$ cat src/rtl/hilo_pkg.sv
// Definitions shared by the high/low game blocks: judge states, guess encoding
// and the display-limited score ceiling.
package hilo_pkg;

   typedef enum logic [1:0] {
      IDLE   = 2'd0,
      ARMED  = 2'd1,
      RESULT = 2'd2
   } judge_state_t;

   localparam logic GUESS_HI = 1'b1;
   localparam logic GUESS_LO = 1'b0;

   // Two-digit seven-segment display ceiling
   localparam int SCORE_MAX = 99;

endpackage

$ cat src/rtl/hilo_guess_judge_sat_counter.sv
// Up-counter with synchronous clear that holds at MAX instead of wrapping.
module sat_counter
   import hilo_pkg::*;
#(
   parameter int W   = 8,
   parameter int MAX = hilo_pkg::SCORE_MAX
) (
   input  logic         clk,
   input  logic         rst_n,
   input  logic         inc,
   input  logic         clr,
   output logic [W-1:0] q
);

   localparam logic [W-1:0] Q_MAX = W'(MAX);

   always_ff @(posedge clk) begin
      if (!rst_n) begin
         q <= '0;
      end else if (clr) begin
         q <= '0;
      end else if (inc && (q < Q_MAX)) begin
         q <= q + 1'b1;
      end
   end

endmodule

$ cat src/rtl/hilo_guess_judge.sv
// Judges a latched high/low guess against the next outcome pulse and keeps
// score, current streak and best streak for the display.
//
// state  | meaning
// IDLE   | waiting for a single guess pulse
// ARMED  | guess latched, waiting for one valid h/l outcome or timeout
// RESULT | win/lose held for HOLD_CYCLES, then back to IDLE
module hilo_guess_judge
   import hilo_pkg::*;
#(
   parameter int SCORE_W        = 8,
   parameter int SCORE_MAX      = hilo_pkg::SCORE_MAX,
   parameter int HOLD_CYCLES    = 50_000_000,
   parameter int TIMEOUT_CYCLES = 1024
) (
   input  logic               clk,
   input  logic               rst_n,
   input  logic               guess_hi,
   input  logic               guess_lo,
   input  logic               h,
   input  logic               l,
   output logic               armed,
   output logic               win,
   output logic               lose,
   output logic               timeout,
   output logic               proto_err,
   output logic [SCORE_W-1:0] score,
   output logic [SCORE_W-1:0] streak,
   output logic [SCORE_W-1:0] best
);

   localparam logic [1:0] ST_IDLE   = IDLE;
   localparam logic [1:0] ST_ARMED  = ARMED;
   localparam logic [1:0] ST_RESULT = RESULT;

   localparam int HW = (HOLD_CYCLES > 1)    ? $clog2(HOLD_CYCLES)    : 1;
   localparam int TW = (TIMEOUT_CYCLES > 1) ? $clog2(TIMEOUT_CYCLES) : 1;
   localparam logic [HW-1:0]      HOLD_LAST = HW'(HOLD_CYCLES - 1);
   localparam logic [TW-1:0]      TMO_LAST  = TW'(TIMEOUT_CYCLES - 1);
   localparam logic [SCORE_W-1:0] S_MAX     = SCORE_W'(SCORE_MAX);

   logic [1:0]         state;
   logic               guess_q;
   logic [HW-1:0]      hold_cnt;
   logic [TW-1:0]      tmo_cnt;

   logic               outcome_ok;
   logic               correct;
   logic               judge;
   logic               tmo_hit;
   logic               pt_inc;
   logic               streak_clr;
   logic [SCORE_W-1:0] streak_next;

   always_comb begin
      outcome_ok  = h ^ l;
      correct     = ((h ? GUESS_HI : GUESS_LO) == guess_q);
      judge       = (state == ST_ARMED) && outcome_ok;
      tmo_hit     = (state == ST_ARMED) && !outcome_ok && (tmo_cnt == TMO_LAST);
      pt_inc      = judge && correct;
      streak_clr  = (judge && !correct) || tmo_hit;
      streak_next = streak;
      if (streak_clr) begin
         streak_next = '0;
      end else if (pt_inc && (streak < S_MAX)) begin
         streak_next = streak + 1'b1;
      end
   end

   always_ff @(posedge clk) begin
      if (!rst_n) begin
         state     <= ST_IDLE;
         guess_q   <= GUESS_LO;
         hold_cnt  <= '0;
         tmo_cnt   <= '0;
         armed     <= 1'b0;
         win       <= 1'b0;
         lose      <= 1'b0;
         timeout   <= 1'b0;
         proto_err <= 1'b0;
      end else begin
         timeout   <= 1'b0;
         proto_err <= 1'b0;
         case (state)
            ST_IDLE: begin
               if (guess_hi ^ guess_lo) begin
                  guess_q <= guess_hi ? GUESS_HI : GUESS_LO;
                  tmo_cnt <= '0;
                  armed   <= 1'b1;
                  state   <= ST_ARMED;
               end
            end
            ST_ARMED: begin
               proto_err <= h & l;
               // A valid outcome wins over an expiring count in the same cycle
               if (outcome_ok) begin
                  win      <= correct;
                  lose     <= !correct;
                  hold_cnt <= '0;
                  armed    <= 1'b0;
                  state    <= ST_RESULT;
               end else if (tmo_cnt == TMO_LAST) begin
                  timeout <= 1'b1;
                  armed   <= 1'b0;
                  state   <= ST_IDLE;
               end else begin
                  tmo_cnt <= tmo_cnt + 1'b1;
               end
            end
            ST_RESULT: begin
               if (hold_cnt == HOLD_LAST) begin
                  win   <= 1'b0;
                  lose  <= 1'b0;
                  state <= ST_IDLE;
               end else begin
                  hold_cnt <= hold_cnt + 1'b1;
               end
            end
            default: begin
               armed <= 1'b0;
               win   <= 1'b0;
               lose  <= 1'b0;
               state <= ST_IDLE;
            end
         endcase
      end
   end

   always_ff @(posedge clk) begin
      if (!rst_n) begin
         best <= '0;
      end else if (streak_next > best) begin
         best <= streak_next;
      end
   end

   sat_counter #(.W(SCORE_W), .MAX(SCORE_MAX)) u_score (
      .clk   (clk),
      .rst_n (rst_n),
      .inc   (pt_inc),
      .clr   (1'b0),
      .q     (score)
   );

   sat_counter #(.W(SCORE_W), .MAX(SCORE_MAX)) u_streak (
      .clk   (clk),
      .rst_n (rst_n),
      .inc   (pt_inc),
      .clr   (streak_clr),
      .q     (streak)
   );

endmodule

$ cat config.mk
export PLATFORM = sky130hd
export DESIGN_NAME = hilo_guess_judge
export DESIGN_NICKNAME = d
export VERILOG_FILES = /design/src/rtl/hilo_pkg.sv /design/src/rtl/hilo_guess_judge_sat_counter.sv /design/src/rtl/hilo_guess_judge.sv
export SDC_FILE = /design/constraint.sdc
export NUM_CORES = 1
export LEC_CHECK = 0
export CELL_PAD_IN_SITES_DETAIL_PLACEMENT = 1
export CELL_PAD_IN_SITES_GLOBAL_PLACEMENT = 1
export CORE_ASPECT_RATIO = 1.5
export CORE_MARGIN = 5
export CORE_UTILIZATION = 35
export CTS_BUF_LIST = sky130_fd_sc_hd__clkbuf_16
export CTS_CLUSTER_DIAMETER = 50
export DETAILED_ROUTE_END_ITERATION = 12
export PLACE_DENSITY_LB_ADDON = 0.3
export SYNTH_ARGS = -nofsm -noshare
export SYNTH_HDL_FRONTEND = slang
export SYNTH_SLANG_ARGS = --single-unit
$ cat constraint.sdc
create_clock -name clk -period 8.15 [get_ports clk]
set_input_delay 2.0375 -clock clk [delete_from_list [all_inputs] [get_ports clk]]
set_output_delay 2.0375 -clock clk [all_outputs]
set_load 0.01 [all_outputs]
* After elaboration in Yosys (flattened, before gate mapping) *
Index checks and enable logic that the tools add are counted.

storage, ports and cells
  bits of input ports = 6
  flip-flop bits (word level) = 68
  output and inout port bits = 29
  logic and storage cells = 85

operators by class
  bitwise operators = 7
  $lt $le $gt $ge = 3
  add/sub/neg operators = 4
  mux-type cells = 26
  equal/unequal tests = 12
  reductions and logical operators = 21

operator list
  cell                                                   number
  2-to-1 mux 26 bit                                      2
  case mux 26 bit (2 select lines)                       1
  2-to-1 mux 10 bit                                      3
  adder 26 x 1 -> 26 bit, second input constant          1
  == test 26 bit, second input constant                  1
  case mux 10 bit (2 select lines)                       1
  adder 8 x 1 -> 8 bit, second input constant            2
  < comparator 8 x 7 -> 1 bit, second input constant     2
  2-to-1 mux 8 bit                                       2
  inequality test 2 bit, second input constant           6
  AND reduction 3 bit                                    4
  adder 10 x 1 -> 10 bit, second input constant          1
  == test 10 bit, second input constant                  1
  2-to-1 mux 1 bit                                       9
  case mux 1 bit (3 select lines)                        3
  greater-than comparator 8 bit                          1
  2-to-1 mux 2 bit                                       4
  logical AND 1 bit                                      7
  case mux 2 bit (3 select lines)                        1
  NOT 1 bit                                              4
  AND reduction 2 bit                                    2
  AND reduction 4 bit                                    1
  nonzero test 2 bit                                     2
  inequality test 3 x 2 -> 1 bit, second input constant  1
  other kinds (9)                                        11

* Depth between registers and ports, before layout *
Gate-level depths: netlist (run 1).

  depth in word-level cells = 7
  mapped depth = 13
  gate-level depth less buffers = 12

* By module *
A second synthesis (run 1) with hierarchy kept.

unflattened totals
  cells, all modules = 483
  area total of the unflattened synthesis = 3,940.0 um2

modules (own cells, without submodules)
  module            instances  cells each  area each (um2)  seq. area each (um2)
  hilo_guess_judge  1          397         3,136.8          1,041.0
  sat_counter       2          43          401.6            160.2

* Worst setup path after synthesis (run 1) *
Ideal clock, no wire load.

  path type = input to register
  start point = in h
  end point = reg best[5]
  setup slack = 3.067 ns
  arrival time = 5.024 ns
  cell stages on the path = 11
  required time = 8.091 ns
  path buffers = 0
  library setup time = 0.059 ns
  cells stage by stage = ha_1 nor4bb_1 nand2_1 or3_1 a21oi_1 ha_1 and2_1 o21ai_0 nor4bb_1 o21ai_0 a2bb2o_1

on the way
  cells in the longest elaborated chain, start to end = 7
  elaborated cells between the ends (all ways) = 15
  those cells by class = order compare: 1; eq/ne: 1; mux: 3; bitwise: 1; reduce/logical: 9

ends and longest elaborated chain
  element                                                RTL line                                                                source
  start: declaration                                     hilo_guess_judge.sv:20                                                  input logic h,
  2-to-1 mux 1 bit or bitwise XOR 1 bit (tied branches)  hilo_guess_judge.sv:57, hilo_guess_judge.sv:56
  == test 1 bit, or another cell as far along            hilo_guess_judge.sv:57                                                  correct = ((h ? GUESS_HI : GUESS_LO) == guess_q);
  logical AND 1 bit, or another cell as far along        hilo_guess_judge.sv:60                                                  pt_inc = judge && correct;
  logical AND 1 bit (on tied branches)                   hilo_guess_judge.sv:65, hilo_guess_judge.sv:59, hilo_guess_judge.sv:61
  2-to-1 mux 8 bit or logical OR 1 bit (tied branches)   hilo_guess_judge.sv:65, hilo_guess_judge.sv:61
  2-to-1 mux 8 bit *                                     hilo_guess_judge.sv:63                                                  if (streak_clr) begin
  via streak_next[3]                                     hilo_guess_judge.sv:53                                                  logic [SCORE_W-1:0] streak_next;
  greater-than comparator 8 bit *                        hilo_guess_judge.sv:132                                                 end else if (streak_next > best) begin
  end signal: assignment                                 hilo_guess_judge.sv:133                                                 best <= streak_next;
  end: declaration                                       hilo_guess_judge.sv:29                                                  output logic [SCORE_W-1:0] best

The timed path passes the listed nets; every way through them passes the cells marked *.
A chain may end at the register's enable or synchronous reset.

* Worst setup path in the final report (run 1) *
  start point = in h
  end point = reg best[3]

Same word-level chain as after synthesis.

==> impl_metrics.toml, run 1 <==
[setup_path]
start_kind = "input pin"
worst-path-max-fanout = 7
path_class = "in2reg"
crit_required_ps = 8430
crit_chain = "clkdlybuf4s50_1 > ha_1 > nor4bb_1 > o211ai_1 > mux2i_1 > nor2_1 > ha_1 > nor2b_1 > o21ai_0 > nor4bb_1 > o21ai_0 > a2bb2o_1"
cp.arrival_ps = 6360
slowest_delay_ps = 730
critPathSlowestCell = "nor4bb_1"
end_kind = "flop"

[clock_network]
clock_tree.buffer_depth = 2
cts_tree = "built"
post_cts_buffers = 0
insertion_delay_ps = 330
cts-resized-gates = 0
path_clk_slew_ps = 60
hold_buffers = 0
clock-root-buffer = "clkbuf_16"
numClockSinks = 68
cts_made_buffers = 9
h-tree-depth = 3

[placed_design]
place_ws_ps = 1770
routabilityCongestion = 0.864
port_buffers = 34
place_hpwl_um = 7540
placedCellCount = 571

[yosys]
yosysTopAreaCell = "dfxtp_1"
ys_warn_count = 0
syn_inst = 435
synthArstFlopShare = 0
syn-num-nets = 454
ys_seq_elements = 68
yosysSeqAreaShare = 0.374
synth_edf_count = 0
yosysTopAreaCellShare = 0.374
ys_top_cells_by_area = "dfxtp_1 37%, nor2_1 5.1%, ha_1 4.5%, nand2_1 4.2%, o21ai_0 3.3%"
synth-main-ff-cell = "dfxtp_1"
syn-mean-instance-area_um2 = 8.36
syn_area_um2 = 3640
synth_cell_type_count = 65
synth.most_common_cell = "dfxtp_1"
synthTopCellsByCount = "68 x dfxtp_1, 49 x nor2_1, 41 x nand2_1"

[power]
power_frac_comb = 0.083
p_clk_frac = 0.519
p_leak_uw = 0.00150
pwr_density_cell_nw_per_um2 = 198
finalPower_uw = 868
max-vdd-ir-drop_mv = 0.133
p_sw_frac = 0.240
pwr-share-seq = 0.398
internal-power_uw = 660
switchingPower_uw = 208

[final_layout]
stdcell_count = 587
layout.nets = 484
area_delta_synth_final_pct = 20.4
final_util = 0.432
diodes = 0
drive_gt1_frac = 0.0745

[global_route]
grt_pass1_wl_um = 17100
use_met1 = 0.184
grt_max_degree = 31
met3_usage = 0.0412
antenna_found_initial = 0
busiest_layer = "met2"
grt_pass1_vias = 3580
track_usage = 0.170
overflow = 0
met2_usage = 0.310

[drt]
drc_errors = 0
initialDrtViolationCount = 79
postRouteAntennaNets = 0
wl_per_cell_um = 17.6
vias_per_cell = 5.84
first_pass_iters = 4
drt-total-wl_um = 10300
num_vias = 3428

[floorplanning]
start_util = 0.359
dieArea_um2 = 12600
placementRows = 45
core_um2 = 10100
die_h_um = 135
die_w_um = 93.2
num_io_pins = 35

[timing]
hold_violations = 0
finClkSkew_ps = 8.48
rsz0062_at_grt = "no"
setup_viol = 0
finalMaxSlewViolations = 0
setup_slack_ps = 2070
fmax_mhz = 164
fin_crit_ps = 6080
slew_headroom = 0.479
fin_setup_tns_ps = 0
fin_crit_sh = 0.746
worst_pin_slew_ps = 770

[flow_run]
max_cap_viol_count = 0

[worst_hold_path]
hold_path.class = "reg2reg"

[status]
outcome = "completed"
-- layout by cell type, fill, tap and decap left out, types with 4 or more instances in the layout --
cell type,n
a21oi_1,18
a311oi_1,4
a31oi_1,7
and2_1,9
and3_1,6
and4_1,8
clkbuf_16,9
clkdlybuf4s50_1,34
dfxtp_1,68
ha_1,13
inv_1,16
mux2_2,5
nand2_1,41
nand3_1,21
nand4_1,14
nand4b_1,4
nor2_1,49
nor3_1,14
nor4_1,7
nor4bb_1,4
o211ai_1,5
o21a_1,4
o21ai_0,24
o32ai_1,5
or3_1,8
xnor2_1,5
xor2_1,4
-- kinds of logic after synthesis --
logic type / share of synthesized area
simple gates: 0.312
xor+xnor: 0.0217
compound gates: 0.177
buf+inv: 0.0465
fa+ha+maj: 0.0447
flops: 0.374
mux: 0.0237
-- state kept, by name, summed over array words and instances (netlist names), 2 cells and up --
| register | count |
|---|---|
| hold_cnt | 26 |
| tmo_cnt | 10 |
| best | 8 |
| u_score.q | 8 |
| u_streak.q | 8 |
| state | 2 |
-- per-layer routing --
| metal | vias to the layer above | wire (µm) |
|---|---|---|
| met1 | 1669 | 4260 |
| li1 | 1686 | - |
| met4 | 0 | 192 |
| met3 | 14 | 281 |
| met5 | - | 0 |
| met2 | 59 | 5590 |
-- worst max-delay path, delay by kind of cell --
family / cells / cell delay (ps)
and+or+nand+nor: 4 / 1510
AOI/OAI and AO/OA: 4 / 1260
adders and majority gates: 2 / 740
buffers and inverters: 1 / 470
muxes: 1 / 340
-- final timing paths --
path | from | endpoint | slack, ps | depth (start not counted)
hold reg to reg | win$_SDFFE_PN0P_ | win$_SDFFE_PN0P_ | 490 | 2
setup reg to reg | tmo_cnt[0]$_SDFFE_PN0P_ | best[3]$_SDFFE_PN0N_ | 3930 | 11
hold / removal | win$_SDFFE_PN0P_ | win$_SDFFE_PN0P_ | 490 | 2
setup / recovery | h | best[3]$_SDFFE_PN0N_ | 2070 | 12
-- metrics by stage --
step | hold slack (ps) | instance area [µm²]
2_1_floorplan | 458 | 3640
3_3_place_gp | 458 | 4040
3_5_place_dp | 480 | 4040
4_1_cts | 488 | 4380
5_1_grt | 507 | 4380
6_report | 487 | 4380
-- final cells by class --
cell class              instances  area, µm²
repair buffers                 37        363
multi-input cells             333       2110
fillers                      1221       5760
inverters                      16       60.1
clock inverters                 7        115
clock buffers                   9        225
well taps                     117        146
flip-flops and latches         68       1360
-- power groups by stage --
stage | combinational, µW | clock, µW | sequential [µW]
floorplan | 51.1 | 0 | 349
global placement | 70.4 | 0 | 352
finish | 72.0 | 450 | 345
CTS | 72.6 | 458 | 345
global route | 79.3 | 475 | 346
detailed placement | 72.0 | 0 | 353
No activity file was read; power rests on OpenSTA's default activity.
==> run 2, diff against run 1 <==
- clock period: 8.15 -> 6.29 ns (I/O delays scaled with it)
==> impl_metrics.toml, run 2 (same netlist as run 1, synthesis figures left out) <==
[setup_path]
crit_required_ps = 6570
cp.arrival_ps = 5890
start_kind = "input pin"
path_class = "in2reg"
r2r_start = "tmo_cnt[0]$_SDFFE_PN0P_"
setup.worst_path.end = "best[5]$_SDFFE_PN0N_"
reg2reg_slack_ps = 2230
end_kind = "flop"
cp-startpoint = "h"
timing.rr.end = "best[5]$_SDFFE_PN0N_"
reg2reg_depth = 12
worst-path-max-fanout = 7

[power]
power_frac_comb = 0.090
p_sw_frac = 0.255
pwr_density_cell_nw_per_um2 = 240
pwr-share-seq = 0.431
p_clk_frac = 0.479
switchingPower_uw = 266
p_leak_uw = 0.00148
internal-power_uw = 774
max-vdd-ir-drop_mv = 0.121

[timing]
worst_pin_slew_ps = 766
fin_crit_sh = 0.892
fmax_mhz = 178
fin_crit_ps = 5610
setup_viol = 0
finalMaxSlewViolations = 0
whs_ps = 474
finClkSkew_ps = 5.57
fin_setup_tns_ps = 0
slew_headroom = 0.482
rsz0062_at_grt = "no"
hold_violations = 0

[final_layout]
drive_gt1_frac = 0.0764
stdcell_count = 588
largestRegisters = "hold_cnt x26, tmo_cnt x10"
largest_reg_flops = 26
mostFrequentLayoutCells = "68 x dfxtp_1, 49 x nor2_1, 41 x nand2_1"
final_common_cell = "dfxtp_1"
layout.nets = 485
diodes = 0
area_delta_synth_final_pct = 19.3
largest-register = "hold_cnt"

[drt]
num_vias = 3432
wl_per_cell_um = 17.1
drc_errors = 0
postRouteAntennaNets = 0
initialDrtViolationCount = 98
vias_per_cell = 5.84
drt-total-wl_um = 10000
first_pass_iters = 4

[flow_run]
max_cap_viol_count = 0

[clock_network]
hold_buffers = 0
insertion_delay_ps = 340
post_cts_buffers = 0
clock_tree.buffer_depth = 2
cts_tree = "built"
path_clk_slew_ps = 60
numClockSinks = 68
h-tree-depth = 3
clock-root-buffer = "clkbuf_16"
cts-resized-gates = 0
cts_made_buffers = 9

[global_route]
grt_pass1_wl_um = 16800
antenna_found_initial = 0
overflow = 0
grt_max_degree = 31
track_usage = 0.167
grt_pass1_vias = 3468

[floorplanning]
core_um2 = 10100
placementRows = 45
num_io_pins = 35
die_w_um = 93.2
dieArea_um2 = 12600
start_util = 0.359
die_h_um = 135

[placed_design]
port_buffers = 34
place_hpwl_um = 7340
routabilityCongestion = 0.825
placedCellCount = 572

[status]
outcome = "completed"

[worst_hold_path]
hold_path.class = "reg2reg"
hold-path-cell-count = 2
run 2: changes by cell type in the layout (fill, tap and decap cells not counted):
cell | before | now
bufinv_16 | 3 | 1
buf_4 | 3 | 4
clkinv_2 | 1 | 2
clkinvlp_4 | 1 | 2
run 2: stage by stage:
stage,utilization,setup slack [ps],area (µm²),total power [µW]
2_1_floorplan,-,1670,3640,519
3_3_place_gp,0.399,566,4040,549
3_5_place_dp,0.399,394,4040,552
4_1_cts,0.428,715,4340,1050
5_1_grt,0.428,284,4340,1080
6_report,0.428,682,4340,1040
run 2: area by class of cell:
class                      instances  area [µm²]
sequential                        68        1360
timing repair buffer              38         370
clock inverter                     7        67.6
tap                              117         146
clock buffer                       9         225
multi-input combinational        333        2110
inverter                          16        60.1
fill                            1209        5800
run 2: worst min path at each step:
stage	start	slack, ps	end
6_report	win$_SDFFE_PN0P_	470	win$_SDFFE_PN0P_
3_5_place_dp	win$_SDFFE_PN0P_	470	win$_SDFFE_PN0P_
4_1_cts	win$_SDFFE_PN0P_	480	win$_SDFFE_PN0P_
2_1_floorplan	tmo_cnt[1]$_SDFFE_PN0P_	460	tmo_cnt[1]$_SDFFE_PN0P_
5_1_grt	win$_SDFFE_PN0P_	490	win$_SDFFE_PN0P_
3_3_place_gp	win$_SDFFE_PN0P_	450	win$_SDFFE_PN0P_
run 2: power groups by stage:
stage	sequential (µW)	clock (µW)	combinational (µW)
5_1_grt	448	528	105
3_5_place_dp	457	0	94.9
4_1_cts	447	511	95.6
6_report	448	498	93.9
3_3_place_gp	456	0	92.4
2_1_floorplan	453	0	66.2
run 2: per-layer routing:
metal,wire length (µm),up-vias,GRT usage
met2,5470,35,0.314
li1,-,1687,-
met1,4150,1693,0.178
met3,239,17,0.0362
met5,0,-,0
met4,177,0,0.0611
run 2: critical path, cell delays in order:
cell,delay [ps]
clkdlybuf4s50_1,480
ha_1,430
nor4bb_1,580
nand2_1,190
or3_1,380
a21oi_1,240
ha_1,280
and2_1,180
o21ai_0,110
nor4bb_1,720
o21ai_0,380
a2bb2o_1,320
